### src/rtl/mp64_alu_wb_pkg.sv
// Shared definitions for the ALU writeback buffer: opcodes, flag bit indices and register-file size.
// The flag sanitiser keeps the reserved flag bits clear everywhere they are stored.
package mp64_alu_wb_pkg;

  localparam int NUM_REGS = 16;
  localparam int DATA_W   = 64;
  localparam int FLAG_W   = 8;

  typedef enum logic [3:0] {
    ALU_ADD = 4'h0,
    ALU_ADC = 4'h1,
    ALU_SUB = 4'h2,
    ALU_SBB = 4'h3,
    ALU_AND = 4'h4,
    ALU_OR  = 4'h5,
    ALU_XOR = 4'h6,
    ALU_NOT = 4'h7,
    ALU_SHL = 4'h8,
    ALU_SHR = 4'h9,
    ALU_SAR = 4'hA,
    ALU_ROL = 4'hB,
    ALU_ROR = 4'hC,
    ALU_CMP = 4'hD,
    ALU_INC = 4'hE,
    ALU_DEC = 4'hF
  } alu_op_e;

  localparam int FLAG_Z = 0;
  localparam int FLAG_C = 1;
  localparam int FLAG_N = 2;
  localparam int FLAG_V = 3;
  localparam int FLAG_P = 4;
  localparam int FLAG_G = 5;

  localparam logic [FLAG_W-1:0] FLAG_ARCH_MASK = 8'h3F;

  function automatic logic [FLAG_W-1:0] sanitize_flags(input logic [FLAG_W-1:0] f);
    return f & FLAG_ARCH_MASK;
  endfunction

endpackage

### src/rtl/mp64_sync_fifo.sv
// Generic DEPTH x WIDTH synchronous FIFO with occupancy count, flush, and per-slot visibility
// so a wrapper can scan every queued entry (e.g. for register interlocks).
module mp64_sync_fifo #(
  parameter  int DEPTH = 2,
  parameter  int WIDTH = 8,
  localparam int AW    = $clog2(DEPTH),
  localparam int CW    = $clog2(DEPTH) + 1
) (
  input  logic                        clk,
  input  logic                        rst_n,
  input  logic                        push,
  input  logic                        pop,
  input  logic                        flush,
  input  logic [WIDTH-1:0]            wdata,
  output logic [WIDTH-1:0]            rdata,
  output logic [DEPTH-1:0][WIDTH-1:0] slots,
  output logic [DEPTH-1:0]            slot_valid,
  output logic [CW-1:0]               count,
  output logic                        full,
  output logic                        empty
);

  logic [DEPTH-1:0][WIDTH-1:0] mem;
  logic [AW-1:0]               wr_ptr;
  logic [AW-1:0]               rd_ptr;
  logic                        do_push;
  logic                        do_pop;

  assign full    = (count == CW'(DEPTH));
  assign empty   = (count == '0);
  assign do_push = push & ~full & ~flush;
  assign do_pop  = pop & ~empty & ~flush;

  // NOTE: state registers use non-blocking assignments so every flop samples pre-edge values.
  always_ff @(posedge clk or negedge rst_n) begin
    if (!rst_n) begin
      wr_ptr <= '0;
      rd_ptr <= '0;
      count  <= '0;
    end else if (flush) begin
      wr_ptr <= '0;
      rd_ptr <= '0;
      count  <= '0;
    end else begin
      if (do_push) wr_ptr <= wr_ptr + 1'b1;
      if (do_pop)  rd_ptr <= rd_ptr + 1'b1;
      case ({do_push, do_pop})
        2'b10:   count <= count + 1'b1;
        2'b01:   count <= count - 1'b1;
        default: count <= count;
      endcase
    end
  end

  // NOTE: storage is not reset; occupancy alone decides which slots hold live data.
  always_ff @(posedge clk) begin
    if (do_push) mem[wr_ptr] <= wdata;
  end

  assign rdata = mem[rd_ptr];
  assign slots = mem;

  // Pointers wrap naturally because DEPTH is a power of two.
  always_comb begin
    for (int i = 0; i < DEPTH; i++) begin
      slot_valid[i] = ({1'b0, AW'(AW'(i) - rd_ptr)} < count);
    end
  end

endmodule

### src/rtl/mp64_alu_wb.sv
// In-order ALU writeback buffer: queues results for the register file, commits flags on accept,
// and publishes a pending-destination mask for issue interlocks.
module mp64_alu_wb
  import mp64_alu_wb_pkg::*;
#(
  parameter  int DEPTH = 2,
  parameter  int NREGS = NUM_REGS,
  localparam int DSTW  = $clog2(NREGS),
  localparam int CW    = $clog2(DEPTH) + 1
) (
  input  logic              clk,
  input  logic              rst_n,
  input  logic              in_valid,
  output logic              in_ready,
  input  logic [3:0]        in_op,
  input  logic [DSTW-1:0]   in_dst,
  input  logic [DATA_W-1:0] in_result,
  input  logic [FLAG_W-1:0] in_flags,
  output logic              out_valid,
  input  logic              out_ready,
  output logic              out_we,
  output logic [DSTW-1:0]   out_dst,
  output logic [DATA_W-1:0] out_data,
  output logic [FLAG_W-1:0] flags_q,
  input  logic              flags_wr_en,
  input  logic [FLAG_W-1:0] flags_wr_data,
  input  logic              flush,
  output logic [NREGS-1:0]  busy_mask,
  output logic [CW-1:0]     count
);

  typedef struct packed {
    logic              we;
    logic [DSTW-1:0]   dst;
    logic [DATA_W-1:0] data;
  } entry_t;

  entry_t               new_entry;
  entry_t               head_raw;
  entry_t               head;
  entry_t [DEPTH-1:0]   slot_e;
  logic   [DEPTH-1:0]   slot_valid;
  logic                 full;
  logic                 empty;
  logic                 accept;

  assign in_ready  = ~full;
  assign out_valid = ~empty;
  assign accept    = in_valid & in_ready;

  assign new_entry = '{we: (in_op != ALU_CMP), dst: in_dst, data: in_result};

  mp64_sync_fifo #(
    .DEPTH (DEPTH),
    .WIDTH ($bits(entry_t))
  ) u_fifo (
    .clk        (clk),
    .rst_n      (rst_n),
    .push       (accept),
    .pop        (out_ready),
    .flush      (flush),
    .wdata      (new_entry),
    .rdata      (head_raw),
    .slots      (slot_e),
    .slot_valid (slot_valid),
    .count      (count),
    .full       (full),
    .empty      (empty)
  );

  // Head is forced to zero when empty so unwritten storage never reaches the register file.
  assign head     = out_valid ? head_raw : '0;
  assign out_we   = head.we;
  assign out_dst  = head.dst;
  assign out_data = head.data;

  // External load outranks accept-commit; a flushed accept never commits its flags.
  always_ff @(posedge clk or negedge rst_n) begin
    if (!rst_n) begin
      flags_q <= '0;
    end else if (flags_wr_en) begin
      flags_q <= sanitize_flags(flags_wr_data);
    end else if (accept && !flush) begin
      flags_q <= sanitize_flags(in_flags);
    end
  end

  // NOTE: the default assignment first keeps this combinational block from inferring latches.
  always_comb begin
    busy_mask = '0;
    for (int i = 0; i < DEPTH; i++) begin
      if (slot_valid[i] && slot_e[i].we) busy_mask[slot_e[i].dst] = 1'b1;
    end
  end

endmodule
### config.mk
export PLATFORM = sky130hd
export DESIGN_NAME = mp64_alu_wb
export DESIGN_NICKNAME = d
export VERILOG_FILES = /design/src/rtl/mp64_alu_wb_pkg.sv /design/src/rtl/mp64_sync_fifo.sv /design/src/rtl/mp64_alu_wb.sv
export SDC_FILE = /design/constraint.sdc
export NUM_CORES = 1
export LEC_CHECK = 0
export ABC_AREA = 1
export BUFFER_PORTS_ARGS = -buffer_cell sky130_fd_sc_hd__buf_2
export CAP_MARGIN = 20
export CELL_PAD_IN_SITES_DETAIL_PLACEMENT = 0
export CELL_PAD_IN_SITES_GLOBAL_PLACEMENT = 2
export CORE_MARGIN = 1.5
export CORE_UTILIZATION = 29
export DETAILED_ROUTE_END_ITERATION = 12
export PLACE_DENSITY = 0.74
export SLEW_MARGIN = 20
export SYNTH_ARGS = -nofsm -noshare
export SYNTH_HDL_FRONTEND = slang
export SYNTH_SLANG_ARGS = --single-unit
### constraint.sdc
create_clock -name clk -period 3.7 [get_ports clk]
set_input_delay 0.185 -clock clk [delete_from_list [all_inputs] [get_ports clk]]
set_output_delay 0.185 -clock clk [all_outputs]
set_load 0.05 [all_outputs]
==> metrics.cfg, run 1 <==
[outcome]
status=completed

[clock_tree]
clk_latency_ns=0.42
cts_buffers=17
cts-root-buf=clkbuf_16
cts-resized-gates=0
post-cts-setup-buffers=0
clockBufferDepth=2
clkTransAtPathRegs_ns=0.06
htreeDepth=4
cts.sinks=148
cts_tree=done

[worst_hold_path]
hold_path_end=flags_q[1]
hp-start=flags_wr_data[1]
hold_path_depth=3
hold_class=input pin to register

[floorplan]
core_area_sq_um=20300
initial_utilization_pct=29.7
fp.dieH_microns=147
ioPinCount=191
die-area_sq_um=21700
die_w_microns=147
rows=52

[placement]
dpl.cell_count=952
place.gp.congestion=0.841
dp.final_hpwl_mm=9.51
portBuffers=184

[synth]
synth_top_cell_area_share_pct=68.7
syn_inst=515
synthArstFlopShare_pct=6.76
ys.flop_type=edfxtp_1
synthTopCellsByArea=edfxtp_1 (69%), nand2_1 (11%), a21oi_1 (5.7%), dfrtp_1 (4.1%), o21ai_0 (1.7%)
synth_edf_count=138
ys.warnings.count=0
synth_compound_gate_area_share_pct=8.71
yosysMostFrequentCell=nand2_1
synth_xor_area_share_pct=0
synth_area_per_cell_sq_um=11.7
synth.distinct_cells=26
synth.area.mux_share_pct=0
synth_area_sq_um=6030
synth_top_cell_by_area=edfxtp_1
synth-simple-area-share_pct=14.7
yosysSeqAreaShare_pct=72.9
ys_ff_latch=148
synth_adder_area_share_pct=0
synth_top_family_by_area=simple AND/OR/NAND/NOR gates
ys_top_cells_by_count=nand2_1 (178), edfxtp_1 (138), a21oi_1 (69)

[finish]
drive_gt1_share_pct=30.0
fill_cells=1968
area_growth_pct=41.0
num-nets-final=865
antennaDiodeCount=0
postLayoutCoreUtil_pct=41.9
fin_cells=1054

[timing]
fin_crit_sh_pct=67.4
finalSetupTns_ns=0
worstMarginPinSlew_ns=0.996
hold_violations=0
rsz0062_at_grt=false
period_minus_slack_ns=2.49
fin_skew_ns=0.00982
fmax_ghz=0.401
drv_slew=0
slew_headroom_pct=33.6
setup_viol=0

[setup_path]
r2r_end=u_fifo.slots[115]
r2r-start=u_fifo.count[1]
cp.required_ns=3.51
r2r_cells=4
ff2ff_setup_slack_ns=1.57
crit_path_end_kind=output port
startpoint_type=register
crit_type=register to output port
cp_max_fo=33
worstPathArrival_ns=2.31

[routing]
wl_per_cell_microns=14.1
drt_iter0_drc=191
vias=4600
drc=0
via_per_inst=4.36
wl_mm=14.8
dr.pass1.iters=7
drtAntennaViolNets=0

[global_route]
grt_max_degree=74
grt_pass1_vias=4688
grt-ovfl-total=0
gr-usage-all-layers_pct=14.1
grt_pass1_wl_mm=23.7
antenna_found_initial=0

[power]
powerDensity_nw_per_um2=780
leakagePower_nw=3.52
total_power_w=0.00663
ir_drop_mv=0.467

[job]
max-cap-violations=0

area by class of cell:
cell class / count / area (sq um) / share of cell area [%]
inverters: 22 / 82.6 / 0.971
well taps: 270 / 338 / 3.97
clock buffers: 20 / 437 / 5.14
multi-input cells: 320 / 1440 / 16.9
clock inverters: 12 / 130 / 1.53
flip-flops and latches: 148 / 4400 / 51.7
repair buffers: 262 / 1680 / 19.8
per-stage QoR:
stage / instance area [sq um] / hold slack, ns / setup WS (ns)
finish: 8500 / 0.0298 / 1.21
global placement: 7230 / 0.0588 / 1.56
global route: 8500 / 0.0285 / 1.00
CTS: 8500 / 0.00825 / 1.16
floorplan: 6040 / -0.111 / 0.276
detailed placement: 7230 / 0.0504 / 1.52
power by group:
group	switching (W)	total, W	leakage [nW]	internal [W]
clock network	0.000646	0.00164	0.276	0.000993
registers	0.0000736	0.00209	1.38	0.00201
logic	0.00231	0.00290	1.86	0.000588
total	0.00303	0.00663	3.52	0.00360
state kept, by name, indices dropped and copies added (netlist names):
| name | cells |
|---|---|
| u_fifo.wr_ptr | 1 |
| u_fifo.rd_ptr | 1 |
| flags_q | 6 |
| u_fifo.count | 2 |
| u_fifo.slots | 138 |
routing by layer:
| layer | share of wire, % | track usage [%] | vias to the layer above |
|---|---|---|---|
| met2 | 49 | 24.2 | 141 |
| met1 | 43 | 16.7 | 2151 |
| li1 | - | - | 2287 |
| met4 | 1.8 | 4.85 | 0 |
| met3 | 6.0 | 4.44 | 21 |
| met5 | 0 | 0 | - |
critical path: stages (launching register included):
cell and delay [ns]:
dfrtp_1 0.59, nor2_4 0.07, buf_4 0.25, nor2_2 0.27, nand3_1 0.18, o21ai_0 0.22, buf_2 0.30
how the worst max path moves through the flow:
stage	from	to	slack [ns]	cells past startpoint
after global routing	u_fifo.count[1]	busy_mask[11]	1.00	6
after detailed placement	u_fifo.count[1]	u_fifo.slots[109]	1.52	4
after CTS	u_fifo.count[1]	busy_mask[11]	1.16	6
after floorplan	u_fifo.count[0]	u_fifo.slots[0]	0.28	4
after global placement	u_fifo.count[1]	u_fifo.slots[112]	1.56	4
final	u_fifo.count[1]	busy_mask[3]	1.21	6
kinds of logic (layout without fill, tap and decap cells):
group                  Yosys count  after routing
AO/OA/AOI/OAI                   99             99
AND/OR/NAND/NOR                219            219
flip-flops                     148            148
other                            1              2
buffers and inverters           48            316
timing repair:
item / in CTS / in global routing
setup endpoints to repair: 0 / 0
endpoints found under the hold margin: 147 / 0
hold buffers: 70 / 0
cell usage in the layout, fill, tap and decap left out:
cell type | Yosys | routed
nor2_1 | 22 | 20
a31oi_1 | 6 | 6
nand3_1 | 8 | 8
a21oi_2 | 1 | 1
o211ai_4 | 1 | 1
inv_6 | 0 | 2
nand2_4 | 3 | 3
clkinvlp_4 | 0 | 1
buf_2 | 13 | 184
nand4_1 | 1 | 1
bufinv_16 | 0 | 2
dlygate4sd3_1 | 0 | 70
buf_4 | 2 | 8
nor2_2 | 2 | 2
clkinv_2 | 0 | 3
nand2_1 | 178 | 178
dfrtp_2 | 0 | 1
edfxtp_1 | 138 | 138
o21bai_1 | 1 | 1
nor2_4 | 1 | 3
or2_2 | 1 | 1
clkbuf_16 | 0 | 17
clkinv_1 | 0 | 1
dfrtp_1 | 10 | 9
o21ai_0 | 21 | 21
nand3_4 | 1 | 1
a21oi_1 | 69 | 69
conb_1 | 1 | 2
clkinv_4 | 0 | 3
clkbuf_1 | 6 | 3
nor3_1 | 2 | 2
inv_2 | 1 | 2
inv_1 | 21 | 20
Power figures use the tool's default switching activity.
==> inputs of run 2 (changes only) <==
ABC_AREA = 0   (was 1)
CORE_UTILIZATION = 31   (was 29)
clock period = 2.2 ns   (was 3.7 ns; I/O delays follow)
==> metrics.cfg, run 2 <==
[global_route]
grt-ovfl-total=0  ; unchanged
grtUsageMet3_pct=5.23  ; +0.79 points
met2_usage_pct=23.9  ; -0.24 points
met1_usage_pct=16.5  ; -0.23 points
grt_max_degree=70  ; -5.4%
grt_pass1_wl_mm=22.1  ; -7.0%
grt_busiest_layer=met2
grt_pass1_vias=4401  ; -6.1%
gr-usage-all-layers_pct=14.1  ; about the same
antenna_found_initial=0  ; unchanged

[placement]
dp.final_hpwl_mm=9.06  ; -4.8%
place.gp.congestion=0.787  ; -6.4%
portBuffers=184  ; unchanged

[power]
powerDensity_nw_per_um2=830  ; +6.4%
ir_drop_mv=0.506  ; +8.2%
leakagePower_nw=3.38  ; -4.0%

[floorplan]
ioPinCount=191  ; unchanged
fp.dieH_microns=143  ; -3.1%
rows=50  ; -3.8%
die-area_sq_um=20300  ; -6.1%
initial_utilization_pct=32.0  ; +2.3 points
core_area_sq_um=18900  ; -6.9%
die_w_microns=143  ; -3.1%

[timing]
fmax_ghz=0.494
setup_viol=0  ; unchanged
drv_slew=0  ; unchanged
fin_skew_ns=0.00906  ; -0.000764 ns
hold_violations=0  ; unchanged
rsz0062_at_grt=false
period_minus_slack_ns=2.03
slew_headroom_pct=64.8  ; +31 points
worstMarginPinSlew_ns=0.529  ; -0.467 ns
finalSetupTns_ns=0  ; unchanged
fin_crit_sh_pct=92.1

[setup_path]
crit_type=register to output port
cp.required_ns=2.09  ; -1.42 ns
crit_path_end_kind=output port
startpoint_type=register
cp_max_fo=28  ; -15%
worstPathArrival_ns=1.92  ; -0.39 ns

[routing]
drt_iter0_drc=152  ; -20%
drtAntennaViolNets=0  ; unchanged
wl_per_cell_microns=15.0  ; +6.4%
drc=0  ; unchanged
vias=4221  ; -8.2%
dr.pass1.iters=6  ; -1
via_per_inst=4.47  ; +2.3%
wl_mm=14.1  ; -4.6%

[synth]
ys.flop_type=edfxtp_1
synthArstFlopShare_pct=6.76  ; unchanged
synth_edf_count=138  ; unchanged
ys.warnings.count=0  ; unchanged
synth_top_cell_by_area=edfxtp_1
syn_inst=398  ; -23%
synth.distinct_cells=37  ; +42%
synthTopCellsByArea=edfxtp_1 (69%), mux2i_1 (12%), nor2_1 (4.7%), dfrtp_1 (4.1%), buf_4 (1.2%)
yosysSeqAreaShare_pct=72.7  ; -0.15 points
synth_area_per_cell_sq_um=15.2  ; +30%
yosysMostFrequentCell=edfxtp_1
ys_ff_latch=148  ; unchanged
synth_top_cell_area_share_pct=68.6  ; -0.14 points
ys_top_cells_by_count=edfxtp_1 (138), nor2_1 (76), mux2i_1 (70)
synth_area_sq_um=6040  ; +0.21%

[clock_tree]
clk_latency_ns=0.41  ; about the same
clkTransAtPathRegs_ns=0.06  ; about the same
cts_tree=done
cts-root-buf=clkbuf_16
cts_buffers=17  ; unchanged
clockBufferDepth=2  ; unchanged
htreeDepth=4  ; unchanged
cts.sinks=148  ; unchanged

[finish]
final_common_cell=buf_2
largest_reg_flops=138  ; unchanged
final-seq-area_sq_um=4400  ; +0.11%
multi_input_area_sq_um=1550  ; +8.1%
drive_gt1_share_pct=35.2  ; +5.2 points
num-nets-final=766  ; -11%
postLayoutCoreUtil_pct=46.3  ; +4.4 points
area_growth_pct=44.8
antennaDiodeCount=0  ; unchanged
fill_cells=1775  ; -9.8%
final_cell_mix=buf_2 (182), edfxtp_1 (138), dlygate4sd3_1 (83)

[outcome]
status=completed

[job]
max-cap-violations=0  ; unchanged

[worst_hold_path]
hold_class=input pin to register

[run 2: changes by cell type in the layout (fill, tap and decap cells not counted), moves of 4 or more]
cell and delta:
nand2b_1 +5, buf_12 +4, a21oi_1 -65, nand2_1 -176
mux2i_1 +70, o32ai_2 +6, o22ai_1 +10, inv_1 -13
dlygate4sd3_1 +13, nor2_1 +56, o2111ai_1 +5, o21ai_0 -13
buf_4 -4
[run 2: final cells by class]
type	count	area share [%]
inverter	8	0.343
multi-input combinational	222	17.7
clock buffer	17	4.86
sequential	148	50.3
timing repair buffer	275	21.3
clock inverter	15	1.70
tap	260	3.72
[run 2: final timing paths]
check,from,cells past startpoint,slack [ns],endpoint
setup / recovery,u_fifo.rd_ptr,4,0.17,out_data[56]
hold / removal,in_op[1],2,0.03,u_fifo.slots[68]
setup reg to reg,u_fifo.count[0],6,0.29,flags_q[3]
hold reg to reg,u_fifo.wr_ptr,2,0.62,u_fifo.wr_ptr
max in group asynchronous,rst_n,2,1.88,u_fifo.rd_ptr
min in group asynchronous,rst_n,2,0.10,flags_q[1]
[run 2: critical path: stages (launching register included)]
cell	delay, ns
dfrtp_4	0.46
buf_4	0.46
mux2i_1	0.15
nor2_1	0.13
buf_2	0.28
[run 2: power by group]
group          internal (W)  switching (W)
Combinational      0.000401       0.000821
Sequential          0.00320      0.0000451
Clock               0.00159        0.00120
[run 2: what timing repair did]
action                                  4_1_cts  5_1_grt
hold buffers                                 83        0
hold endpoints to repair                    156        0
endpoints found under the setup margin        0        3
setup buffers                                 0        1
gates resized for setup                       0        2
[run 2: cell families (layout without fill, tap and decap cells)]
logic type / after synthesis / count (layout) / share of synthesized area [%]
muxes: 70 / 70 / 11.6
buffers and inverters: 29 / 315 / 2.84
xor gates and xnor gates: 1 / 1 / 0.145
DFF: 148 / 148 / 72.7
other: 1 / 2 / 0.0621
AOI/OAI and AO/OA: 42 / 42 / 4.64
and+or+nand+nor: 107 / 107 / 8.01
[run 2: stage by stage]
step / std cells / worst slack, ns / hold slack [ns] / power (W) / cell area [sq um]
global placement: 829 / 0.392 / -0.0140 / 0.00440 / 7330
floorplan: 399 / -0.766 / -0.186 / 0.00410 / 6110
global route: 945 / 0.0229 / 0.0253 / 0.00752 / 8750
finish: 945 / 0.175 / 0.0326 / 0.00726 / 8750
CTS: 944 / 0.0781 / 0.00755 / 0.00735 / 8740
detailed placement: 829 / 0.378 / -0.00787 / 0.00442 / 7330
[run 2: layer usage]
metal / vias up / part of all wire, %
li1: 2045 / -
met1: 2011 / 43
met2: 154 / 48
met3: 11 / 7.8
met4: 0 / 0.83
met5: - / 0
==> inputs of run 3 (changes only) <==
CELL_PAD_IN_SITES_DETAIL_PLACEMENT = unset   (was 0)
CELL_PAD_IN_SITES_GLOBAL_PLACEMENT = unset   (was 2)
CORE_UTILIZATION = 46   (was 31)
==> metrics.cfg, run 3 (synthesized netlist as in run 2, its figures left out) <==
[outcome]
status=completed

[placement]
dpl_cell_area_sq_um=7200  ; -1.8%
dp.final_hpwl_mm=7.99  ; -12%
place.gp.congestion=0.898  ; +14%
dpl.cell_count=740  ; -11%
place_ws_ns=0.410  ; +0.0316 ns
portBuffers=184  ; unchanged

[floorplan]
die_w_microns=118  ; -18%
core_area_sq_um=12700  ; -33%
fp.dieH_microns=118  ; -18%
rows=41  ; -18%
initial_utilization_pct=47.5  ; +16 points
ioPinCount=191  ; unchanged
die-area_sq_um=13800  ; -32%

[setup_path]
cp.required_ns=2.09  ; about the same
cp_top_family=compound AO/OA/AOI/OAI gates
crit_chain=nor2b_4 > o2111ai_1 > o32ai_2 > clkbuf_4
startpoint_type=register
crit_buf_inv=1  ; -1
r2r_cells=5  ; -1
max_stage_delay_ns=0.49  ; +0.03 ns
worstPathArrival_ns=1.97  ; +0.05 ns
crit_type=register to output port
ff2ff_setup_slack_ns=0.32  ; +0.03 ns
cpMaxStageDelayCell=dfrtp_2
crit_cells=4  ; unchanged
cp_max_fo=10  ; -64%
r2r-start=u_fifo.count[1]
startpoint=u_fifo.count[0]
crit_path_end_kind=output port

[routing]
vias=4270  ; +1.2%
drt_iter0_drc=290  ; +91%
wl_mm=13.3  ; -6.0%
via_per_inst=4.99  ; +12%
wl_per_cell_microns=15.5  ; +3.9%
drtAntennaViolNets=0  ; unchanged
dr.pass1.iters=4  ; -2
drc=0  ; unchanged

[finish]
largest_reg_flops=138  ; unchanged
num-nets-final=763  ; -0.39%
drive_gt1_share_pct=35.2  ; about the same
fin_cells=855  ; -9.5%
final_cell_mix=buf_2 (181), edfxtp_1 (138), dlygate4sd3_1 (82)
area_growth_pct=43.6
final_common_cell=buf_2
postLayoutCoreUtil_pct=68.2  ; +22 points
design_area_sq_um=8680  ; -0.84%

[clock_tree]
clockBufferDepth=2  ; unchanged
cts_buffers=17  ; unchanged
clkTransAtPathRegs_ns=0.06  ; about the same
clk_latency_ns=0.42  ; about the same
htreeDepth=4  ; unchanged
cts_tree=done
cts-root-buf=clkbuf_16
cts.sinks=148  ; unchanged

[global_route]
gr-usage-all-layers_pct=19.7  ; +5.6 points
grt_pass1_wl_mm=21.3  ; -3.5%
grt_max_degree=70  ; unchanged
grt-ovfl-total=0  ; unchanged
grt_pass1_vias=4402  ; +0.023%
antenna_found_initial=1  ; +1

[power]
powerDensity_nw_per_um2=872  ; +5.1%
ir_drop_mv=0.535  ; +5.8%
leakagePower_nw=3.39  ; +0.27%

[worst_hold_path]
hp-start=out_ready
hold_class=input pin to register
hold_path_depth=3  ; +1

[timing]
fmax_ghz=0.480  ; -2.7%
fin_skew_ns=0.00745  ; -0.00161 ns
rsz0062_at_grt=false
setup_viol=0  ; unchanged
hold_violations=0  ; unchanged
fin_crit_sh_pct=94.6  ; +2.6 points
finalSetupTns_ns=0  ; unchanged
drv_slew=0  ; unchanged
setup_slack_ns=0.118  ; -0.0561 ns
period_minus_slack_ns=2.08  ; +0.0561 ns

[job]
max-cap-violations=0  ; unchanged

==> run 3: cell types whose count changed in the layout (fill, tap and decap cells not counted), sizes merged <==
cell / delta
buf: -3
clkbuf: +1
dlygate4sd3: -1
inv: +1
clkinvlp: +1
clkinv: -5
bufinv: +3
diode: +1
==> run 3: through the flow <==
step                      hold WS [ns]  total power [W]
final                           0.0158          0.00756
after global routing            0.0257          0.00780
after CTS                      0.00344          0.00761
after detailed placement       -0.0140          0.00439
after floorplan                 -0.186          0.00410
after global placement         -0.0224          0.00437
==> run 3: power breakdown <==
part           leakage, nW  switching [W]  total [W]  internal [W]
combinational         1.70       0.000807    0.00120      0.000394
clock                0.306        0.00118    0.00311       0.00193
sequential            1.38      0.0000483    0.00325       0.00320
total                 3.39        0.00203    0.00756       0.00553
==> run 3: path summary, 6_finish.rpt <==
| check | to |
|---|---|
| worst max-delay path | busy_mask[11] |
| worst min-delay path | u_fifo.count[1] |
| worst max register to register | flags_q[3] |
| worst min register to register | u_fifo.wr_ptr |
| max in group asynchronous | u_fifo.rd_ptr |
| min in group asynchronous | flags_q[0] |
==> run 3: area by class of cell <==
cell class              count  area [sq um]
clock buffers              17           425
fillers                   925          4050
repair buffers            272          1830
flip-flops and latches    148          4400
inverters                   8          30.0
well taps                 172           215
diodes                      1          2.50
clock inverters            15           218
multi-input cells         222          1550
==> run 3: metal layers <==
metal	global-route usage (%)	vias up	share of wire (%)
li1	-	2041	-
met1	22.2	2032	40
met2	34.5	173	51
met3	5.96	24	6.4
met4	8.92	0	2.1
met5	0	-	0
==> run 3: what timing repair did <==
action / CTS / global route
hold buffers: 82 / 0
setup buffers: 0 / 0
endpoints found under the setup margin: 0 / 3
hold endpoints to repair: 156 / 0
gates resized for setup: 0 / 3
==> run 3: tightest hold or removal path, stage by stage <==
cell and delay (ns):
buf_2 0.13, a21o_1 0.09, a21oi_1 0.05
